**src/rtl/systolic_array_2x2.sv**
```systemverilog
// -----------------------------------------------------------------------------
// systolic_array_2x2
//   Output-stationary 2x2 systolic matrix-multiply core, C = A x B, on unsigned
//   DATA_W-bit operands. Matrices are row-major and flattened so that element k
//   sits at [k*DATA_W +: DATA_W], with k = 2*row + col.
//
//   A run starts when start is sampled high in IDLE or DONE. The operands are
//   latched on that edge, then skewed through the PE grid for five RUN steps.
//   The C matrix is written on the following edge. done is a level that stays
//   high until the next start or rst.
//
// Ports
//   clk     in   clock, all state updates on posedge
//   rst     in   synchronous, active-high reset
//   start   in   request; honoured only in IDLE or DONE
//   a_flat  in   A matrix, 4*DATA_W bits
//   b_flat  in   B matrix, 4*DATA_W bits
//   c_flat  out  C matrix, 4*DATA_W bits, registered
//   busy    out  high in RUN and WRITE
//   done    out  high in DONE, c_flat valid
// -----------------------------------------------------------------------------
module systolic_array_2x2 #(
  parameter int DATA_W   = 8,
  parameter int ACC_W    = 17,
  parameter int SATURATE = 1
) (
  input  logic                  clk,
  input  logic                  rst,
  input  logic                  start,
  input  logic [4*DATA_W-1:0]   a_flat,
  input  logic [4*DATA_W-1:0]   b_flat,
  output logic [4*DATA_W-1:0]   c_flat,
  output logic                  busy,
  output logic                  done
);

  typedef enum logic [1:0] {IDLE, RUN, WRITE, DONE} state_t;

  localparam logic [ACC_W-1:0] C_MAX = ACC_W'((1 << DATA_W) - 1);

  state_t              state;
  logic [2:0]          step;

  logic [DATA_W-1:0]   a_op  [4];
  logic [DATA_W-1:0]   b_op  [4];

  // Skew registers: a leaving column 0 to the right, b leaving row 0 downwards.
  logic [DATA_W-1:0]   a_fwd [2];
  logic [DATA_W-1:0]   b_fwd [2];

  logic [ACC_W-1:0]    acc   [2][2];

  logic [DATA_W-1:0]   a_edge [2];
  logic [DATA_W-1:0]   b_edge [2];
  logic [DATA_W-1:0]   a_in   [2][2];
  logic [DATA_W-1:0]   b_in   [2][2];
  logic [2*DATA_W-1:0] prod   [2][2];

  // Boundary feed. Row i of A enters i steps late, column j of B enters j steps
  // late; everything outside that window is zero, so no stale data reaches a PE.
  always_comb begin
    // NOTE: every combinational output gets a default first so no latch is inferred.
    for (int i = 0; i < 2; i++) begin
      a_edge[i] = '0;
      b_edge[i] = '0;
      if (int'(step) == i) begin
        a_edge[i] = a_op[2*i];
        b_edge[i] = b_op[i];
      end else if (int'(step) == i + 1) begin
        a_edge[i] = a_op[2*i + 1];
        b_edge[i] = b_op[2 + i];
      end
    end

    for (int i = 0; i < 2; i++) begin
      for (int j = 0; j < 2; j++) begin
        a_in[i][j] = (j == 0) ? a_edge[i] : a_fwd[i];
        b_in[i][j] = (i == 0) ? b_edge[j] : b_fwd[j];
        prod[i][j] = a_in[i][j] * b_in[i][j];
      end
    end
  end

  // NOTE: sequential state uses non-blocking assignments only, so every register
  // samples the pre-edge value of its neighbours (required for the skew chain).
  always_ff @(posedge clk) begin
    if (rst) begin
      state  <= IDLE;
      step   <= '0;
      busy   <= 1'b0;
      done   <= 1'b0;
      c_flat <= '0;
      for (int k = 0; k < 4; k++) begin
        a_op[k] <= '0;
        b_op[k] <= '0;
      end
      for (int i = 0; i < 2; i++) begin
        a_fwd[i] <= '0;
        b_fwd[i] <= '0;
        for (int j = 0; j < 2; j++) acc[i][j] <= '0;
      end
    end else begin
      case (state)
        IDLE, DONE: begin
          if (start) begin
            for (int k = 0; k < 4; k++) begin
              a_op[k] <= a_flat[k*DATA_W +: DATA_W];
              b_op[k] <= b_flat[k*DATA_W +: DATA_W];
            end
            for (int i = 0; i < 2; i++) begin
              a_fwd[i] <= '0;
              b_fwd[i] <= '0;
              for (int j = 0; j < 2; j++) acc[i][j] <= '0;
            end
            step  <= '0;
            state <= RUN;
            busy  <= 1'b1;
            done  <= 1'b0;
          end
        end

        RUN: begin
          for (int i = 0; i < 2; i++) begin
            a_fwd[i] <= a_in[i][0];
            b_fwd[i] <= b_in[0][i];
            for (int j = 0; j < 2; j++)
              acc[i][j] <= acc[i][j] + ACC_W'(prod[i][j]);
          end
          // Step 4 is the drain step: all feeds are zero by then.
          if (step == 3'd4) state <= WRITE;
          else              step  <= step + 3'd1;
        end

        WRITE: begin
          for (int i = 0; i < 2; i++) begin
            for (int j = 0; j < 2; j++) begin
              c_flat[(2*i + j)*DATA_W +: DATA_W] <=
                (SATURATE != 0 && acc[i][j] > C_MAX) ? C_MAX[DATA_W-1:0]
                                                     : acc[i][j][DATA_W-1:0];
            end
          end
          state <= DONE;
          busy  <= 1'b0;
          done  <= 1'b1;
        end

        default: state <= IDLE;
      endcase
    end
  end

endmodule

```
**config.mk**
```make
export PLATFORM = sky130hd
export DESIGN_NAME = systolic_array_2x2
export DESIGN_NICKNAME = d
export VERILOG_FILES = /design/src/rtl/systolic_array_2x2.sv
export SDC_FILE = /design/constraint.sdc
export NUM_CORES = 1
export LEC_CHECK = 0
export CORE_UTILIZATION = 62
export CTS_CLUSTER_DIAMETER = 50
export DETAILED_ROUTE_END_ITERATION = 12
export HOLD_SLACK_MARGIN = 0.03
export PLACE_DENSITY = 0.91
export SYNTH_ARGS = -nofsm -noshare
export SYNTH_HDL_FRONTEND = slang
export SYNTH_SLANG_ARGS = --single-unit
```
**constraint.sdc**
```tcl
create_clock -name clk -period 5.85 [get_ports clk]
set_input_delay 0.585 -clock clk [delete_from_list [all_inputs] [get_ports clk]]
set_output_delay 0.585 -clock clk [all_outputs]
set_load 0.1 [all_outputs]
```
* After elaboration in Yosys (flattened, before gate mapping)
Memories as Yosys holds them, arrays and structs flattened. Index checks and enable logic that the tools add are counted. W data, S select, Z words.
Storage, ports and cells: input port bits 67, memories 5, bits in registers 39, memory bits (read-only) 0, output and inout port bits 34, latch bits 0, memory bits (writable) 164, logic and storage cells 119
Memories:
- acc | depth 2, bits a word 34, rd ports 2, clocked after memory_dff 0, write ports 2, RTL line 51 | logic [ACC_W-1:0] acc [2][2];
- a_op | depth 4, bits a word 8, rd ports 4, clocked after memory_dff 0, write ports 4, RTL line 44 | logic [DATA_W-1:0] a_op [4];
- b_op | depth 4, bits a word 8, rd ports 4, clocked after memory_dff 0, write ports 4, RTL line 45 | logic [DATA_W-1:0] b_op [4];
- a_fwd | depth 2, bits a word 8, rd ports 2, clocked after memory_dff 0, write ports 2, RTL line 48 | logic [DATA_W-1:0] a_fwd [2];
- b_fwd | depth 2, bits a word 8, rd ports 2, clocked after memory_dff 0, write ports 2, RTL line 49 | logic [DATA_W-1:0] b_fwd [2];
Operators by class: mux-type cells 55, bitwise operators 24, shift-type cells 0, equality and inequality tests 9, reductions and logical operators 8, add/sub/neg operators 5, $lt $le $gt $ge 4, multipliers 4, div/mod/pow operators 0
Operators by type and width (number):
- $mux W8 | 28
- $mux W17 | 8
- $add A17 B16 Y17 | 4
- $gt A17 B8 Y1 const B | 4
- $mul A8 B8 Y16 | 4
- $or A1 B1 Y1 | 24
- $mux W1 | 11
- $eq A3 B3 Y1 const B | 2
- $mux W3 | 2
- $ne A2 B2 Y1 const B | 3
- $pmux W2 S3 | 1
- $pmux W3 S2 | 1
- $eq A2 B2 Y1 const B | 2
- $mux W2 | 2
- $pmux W1 S2 | 2
- $reduce_and A2 Y1 | 2
- $reduce_bool A2 Y1 | 2
- $add A3 B1 Y3 const B | 1
- $eq A3 B2 Y1 const B | 1
- $logic_not A3 Y1 | 1
- $reduce_and A3 Y1 | 1
- $eq A2 B1 Y1 const B | 1
- $logic_not A2 Y1 | 1
- $reduce_or A2 Y1 | 1

* Longest topological paths before layout
word-level depth 7, gate-level depth with buffers 25, gate-level depth less buffers 22

* Least setup slack after synthesis
No wires, ideal clock.
path type register -> register, start register step[1], end memory acc[0][32] (netlist bit), data pin, path buffers 3, period minus slack after synthesis 5177 ps, required time 5584 ps, stages on the path, launching flop included 24, slack 673 ps, library setup time 266 ps, arrival time 4911 ps, cell sequence dfxtp_1 inv_1 ha_1 nor2b_1 buf_2 nor2b_1 buf_4 buf_6 a22o_2 nand2_1 fa_1 inv_1 fa_1 inv_1 fa_1 fa_1 inv_1 ha_1 o21a_1 o31a_1 o31a_1 o21bai_1 xor2_1 nor2_1
RTL lines:
- from (decl) | RTL line 42 | logic [2:0] step;
- from (signal assigned) | RTL line 131 | else step <= step + 3'd1;
- to (decl) | RTL line 51

==> results.yml <==
logic_synthesis:
  synth_edf_count: 164
  ys_seq_area_share_pct: 31.5
  synth.avg_cell_area_sq_um: 9.87
  ys_warn_count: 0
  syn_inst: 1836
  synth_fp_nets: 2262
  syn_area_sq_um: 18100
  synthFlopType: "edfxtp_1"
  synthArstFlopShare_pct: 0
  yosysUniqueCellTypes: 61
  ys_seq_elements: 203
clock_network:
  cts_hold_buf: 0
  root_buffer: "clkbuf_16"
  cts_htree_levels: 1
  clk_pin_slew_worst_paths_ns: 0.07
  cts_buffer_depth: 3
  clk_latency_ns: 0.55
  cts.sink_count: 203
  cts_tree: "done"
  numCtsBuffers: 27
detailed_routing:
  route.detailed.drc: 0
  drt_iter0_drc: 1136
  first_pass_iters: 5
  wire_per_inst_microns: 18.0
  vias: 13302
  drt_wl_total_mm: 42.3
  via_per_inst: 5.66
  ant_nets: 0
finish:
  seqCellArea_sq_um: 5710
  utilization_pct: 71.6
  drive_gt1_share_pct: 5.39
  n_fill_cell: 1881
  num-nets-final: 2370
  multiInputGateArea_sq_um: 10900
  n_antenna_cell: 0
  finalInstanceArea_sq_um: 20600
  syn2layout_area_growth_pct: 13.4
sta:
  period_needed_ns: 5.59
  slew_violations: 0
  relSlewSlack_pct: 26.0
  grt_setup_unrepaired: "false"
  clock.fmax_mhz: 179
  fin_tns_setup_ns: 0
  tightest_slew_ns: 1.11
  skew_ns: 0.0115
  finalSetupViolations: 0
  fin_crit_sh_pct: 95.5
  fin_ws_ns: 0.263
  hold_viol_final: 0
critical_path:
  path_common_cell: "inv_1"
  critPathLaunchType: "register"
  crit_path_end_kind: "register"
  cp_num_buf_inv: 6
  crit_family: "adder cells"
  critPathMaxFanout: 15
  crit_type: "reg -> reg"
  slowest_stage: "fa_1"
  crit_required_ns: 6.15
  cp.arrival_ns: 5.89
  r2r_cells: 22
  path_depth: 22
  r2r_setup_slack_ns: 0.26
  worstPathCellList: "inv_1, ha_1, nor3b_2, buf_4, a22o_1, nand2_1, fa_1, inv_1, ha_1, ha_1, inv_1, fa_1, inv_1, ha_1, inv_1, fa_1, nand2b_1, a21oi_1, o21ai_0, a21oi_1, mux2i_1, nand4_1"
  crit_path_max_incr_delay_ns: 0.52
floorplanning:
  die_h_microns: 173
  io_pins: 101
  placementRows: 62
  die_area_sq_um: 29900
  initial_utilization_pct: 63.2
  core_area_sq_um: 28700
  die_x_microns: 173
placed_design:
  dp_hpwl_mm: 31.9
  dp_worst_setup_slack_ns: 0.150
  globalplace.congestion: 0.918
  post_dp_cell_area_sq_um: 19600
  io_buffers: 100
global_routing:
  antenna_found_initial: 2
  grt_pass1_wl_mm: 70.2
  grt_usage_pct: 29.3
  grt-ovfl-total: 0
  grt_pass1_vias: 14407
  grt_max_degree: 67
power:
  p_sw_mw: 4.18
  p_clk_share_pct: 18.4
  p_comb_share_pct: 52.3
  peakVddDrop_v: 0.000254
  power.leakage_nw: 9.76
  p_seq_share_pct: 29.3
  p_int_mw: 4.88
  powerDensity_nw_per_um2: 441
  swShare_pct: 46.2
run_status:
  outcome: "complete, no violations"
job:
  max-cap-violations: 0
min_path:
  hold_path_depth: 2
  min_path_type: "reg -> reg"
kinds of logic after synthesis:
kind of cell,after synthesis,synth area share (%)
simple gates,646,17.6
buf+inv,416,8.78
fa+ha+maj,359,33.1
flops,203,31.5
compound gates,179,7.43
xor+xnor,30,1.45
mux,3,0.166
synth_stat cells (3+ instances only):
master | n | area (sq um)
and3_1 | 3 | 18.8
dfxtp_1 | 39 | 781
a21oi_1 | 34 | 170
or4_1 | 5 | 37.5
nor2b_1 | 14 | 87.6
and2_1 | 200 | 1250
nor3b_1 | 4 | 30.0
xor2_1 | 13 | 114
nand2_1 | 165 | 619
or2_2 | 6 | 37.5
o21bai_1 | 4 | 30.0
edfxtp_1 | 164 | 4920
o21ai_1 | 8 | 40.0
mux2i_1 | 3 | 30.0
a21o_1 | 18 | 135
nand4_1 | 12 | 75.1
nand2b_1 | 12 | 75.1
o21ai_0 | 24 | 120
xnor2_1 | 17 | 149
a22o_1 | 27 | 236
buf_1 | 7 | 26.3
a22oi_2 | 10 | 125
buf_2 | 9 | 45.0
inv_1 | 377 | 1420
ha_1 | 159 | 1990
o31ai_1 | 3 | 22.5
clkbuf_1 | 20 | 75.1
a211oi_1 | 11 | 82.6
fa_1 | 200 | 4000
a31oi_1 | 5 | 31.3
nor3_1 | 57 | 285
o21a_1 | 9 | 67.6
a21boi_1 | 3 | 22.5
nor2_1 | 151 | 567
nand3_1 | 9 | 45.0
a22o_2 | 4 | 40.0
power by group through the flow:
| stage | combinational (mW) | sequential (mW) | clock, mW |
|---|---|---|---|
| CTS | 4.72 | 2.64 | 1.69 |
| floorplan | 3.03 | 2.99 | 0 |
| finish | 4.74 | 2.66 | 1.67 |
| global route | 5.31 | 2.71 | 1.75 |
| global placement | 4.42 | 2.64 | 0 |
| detailed placement | 4.65 | 2.66 | 0 |
stage by stage:
step	power (mW)	hold WS (ns)	cells
after detailed placement	7.32	0.467	2294
after floorplan	6.02	0.465	1836
after CTS	9.05	0.479	2344
after global routing	9.77	0.499	2349
final	9.07	0.481	2349
after global placement	7.06	0.466	2294
worst paths after layout:
path,end,from
hold reg to reg,c_flat[19],c_flat[19]
setup / recovery,acc[1][30],step[1]
hold / removal,c_flat[19],c_flat[19]
setup reg to reg,acc[1][30],step[1]
state kept, by name (all words and copies together) (netlist names):
register	cells
b_fwd	16
b_op	32
a_op	32
state	2
c_flat	32
acc	68
step	3
done	1
busy	1
a_fwd	16
routing by layer:
layer,vias to the layer above,wire (microns),global-route usage (%)
met1,6516,16000,35.8
met2,582,21300,51.0
li1,6065,-,-
met4,0,1760,12.9
met3,139,3300,5.15
met5,-,0,0
area by class of cell:
class	count	area share, %
multi-input combinational	1217	52.9
sequential	203	27.8
inverter	377	6.88
timing repair buffer	118	5.71
clock buffer	34	3.46
tap	384	2.34
clock inverter	16	0.925
timing repair:
item	4_1_cts	5_1_grt
buffers inserted	0	4
endpoints found under the setup margin	0	8
resized for setup	0	8
cells in the final DEF, fill, tap and decap left out, drive strengths merged, types with 13 or more instances in the layout:
cell type	count
inv	386
and2	200
fa	200
nand2	165
edfxtp	164
ha	159
nor2	152
clkdlybuf4s50	99
nor3	57
dfxtp	39
a21oi	36
clkbuf	35
o21ai	32
a22o	31
a21o	18
buf	18
xnor2	17
nor2b	15
xor2	13
a22oi	13
worst min-delay path, stage by stage, from the launching register on:
cell and delay [ns]:
dfxtp_1 0.31, nor2_1 0.08, nor3_1 0.05
No activity file was read; power rests on OpenSTA's default activity.
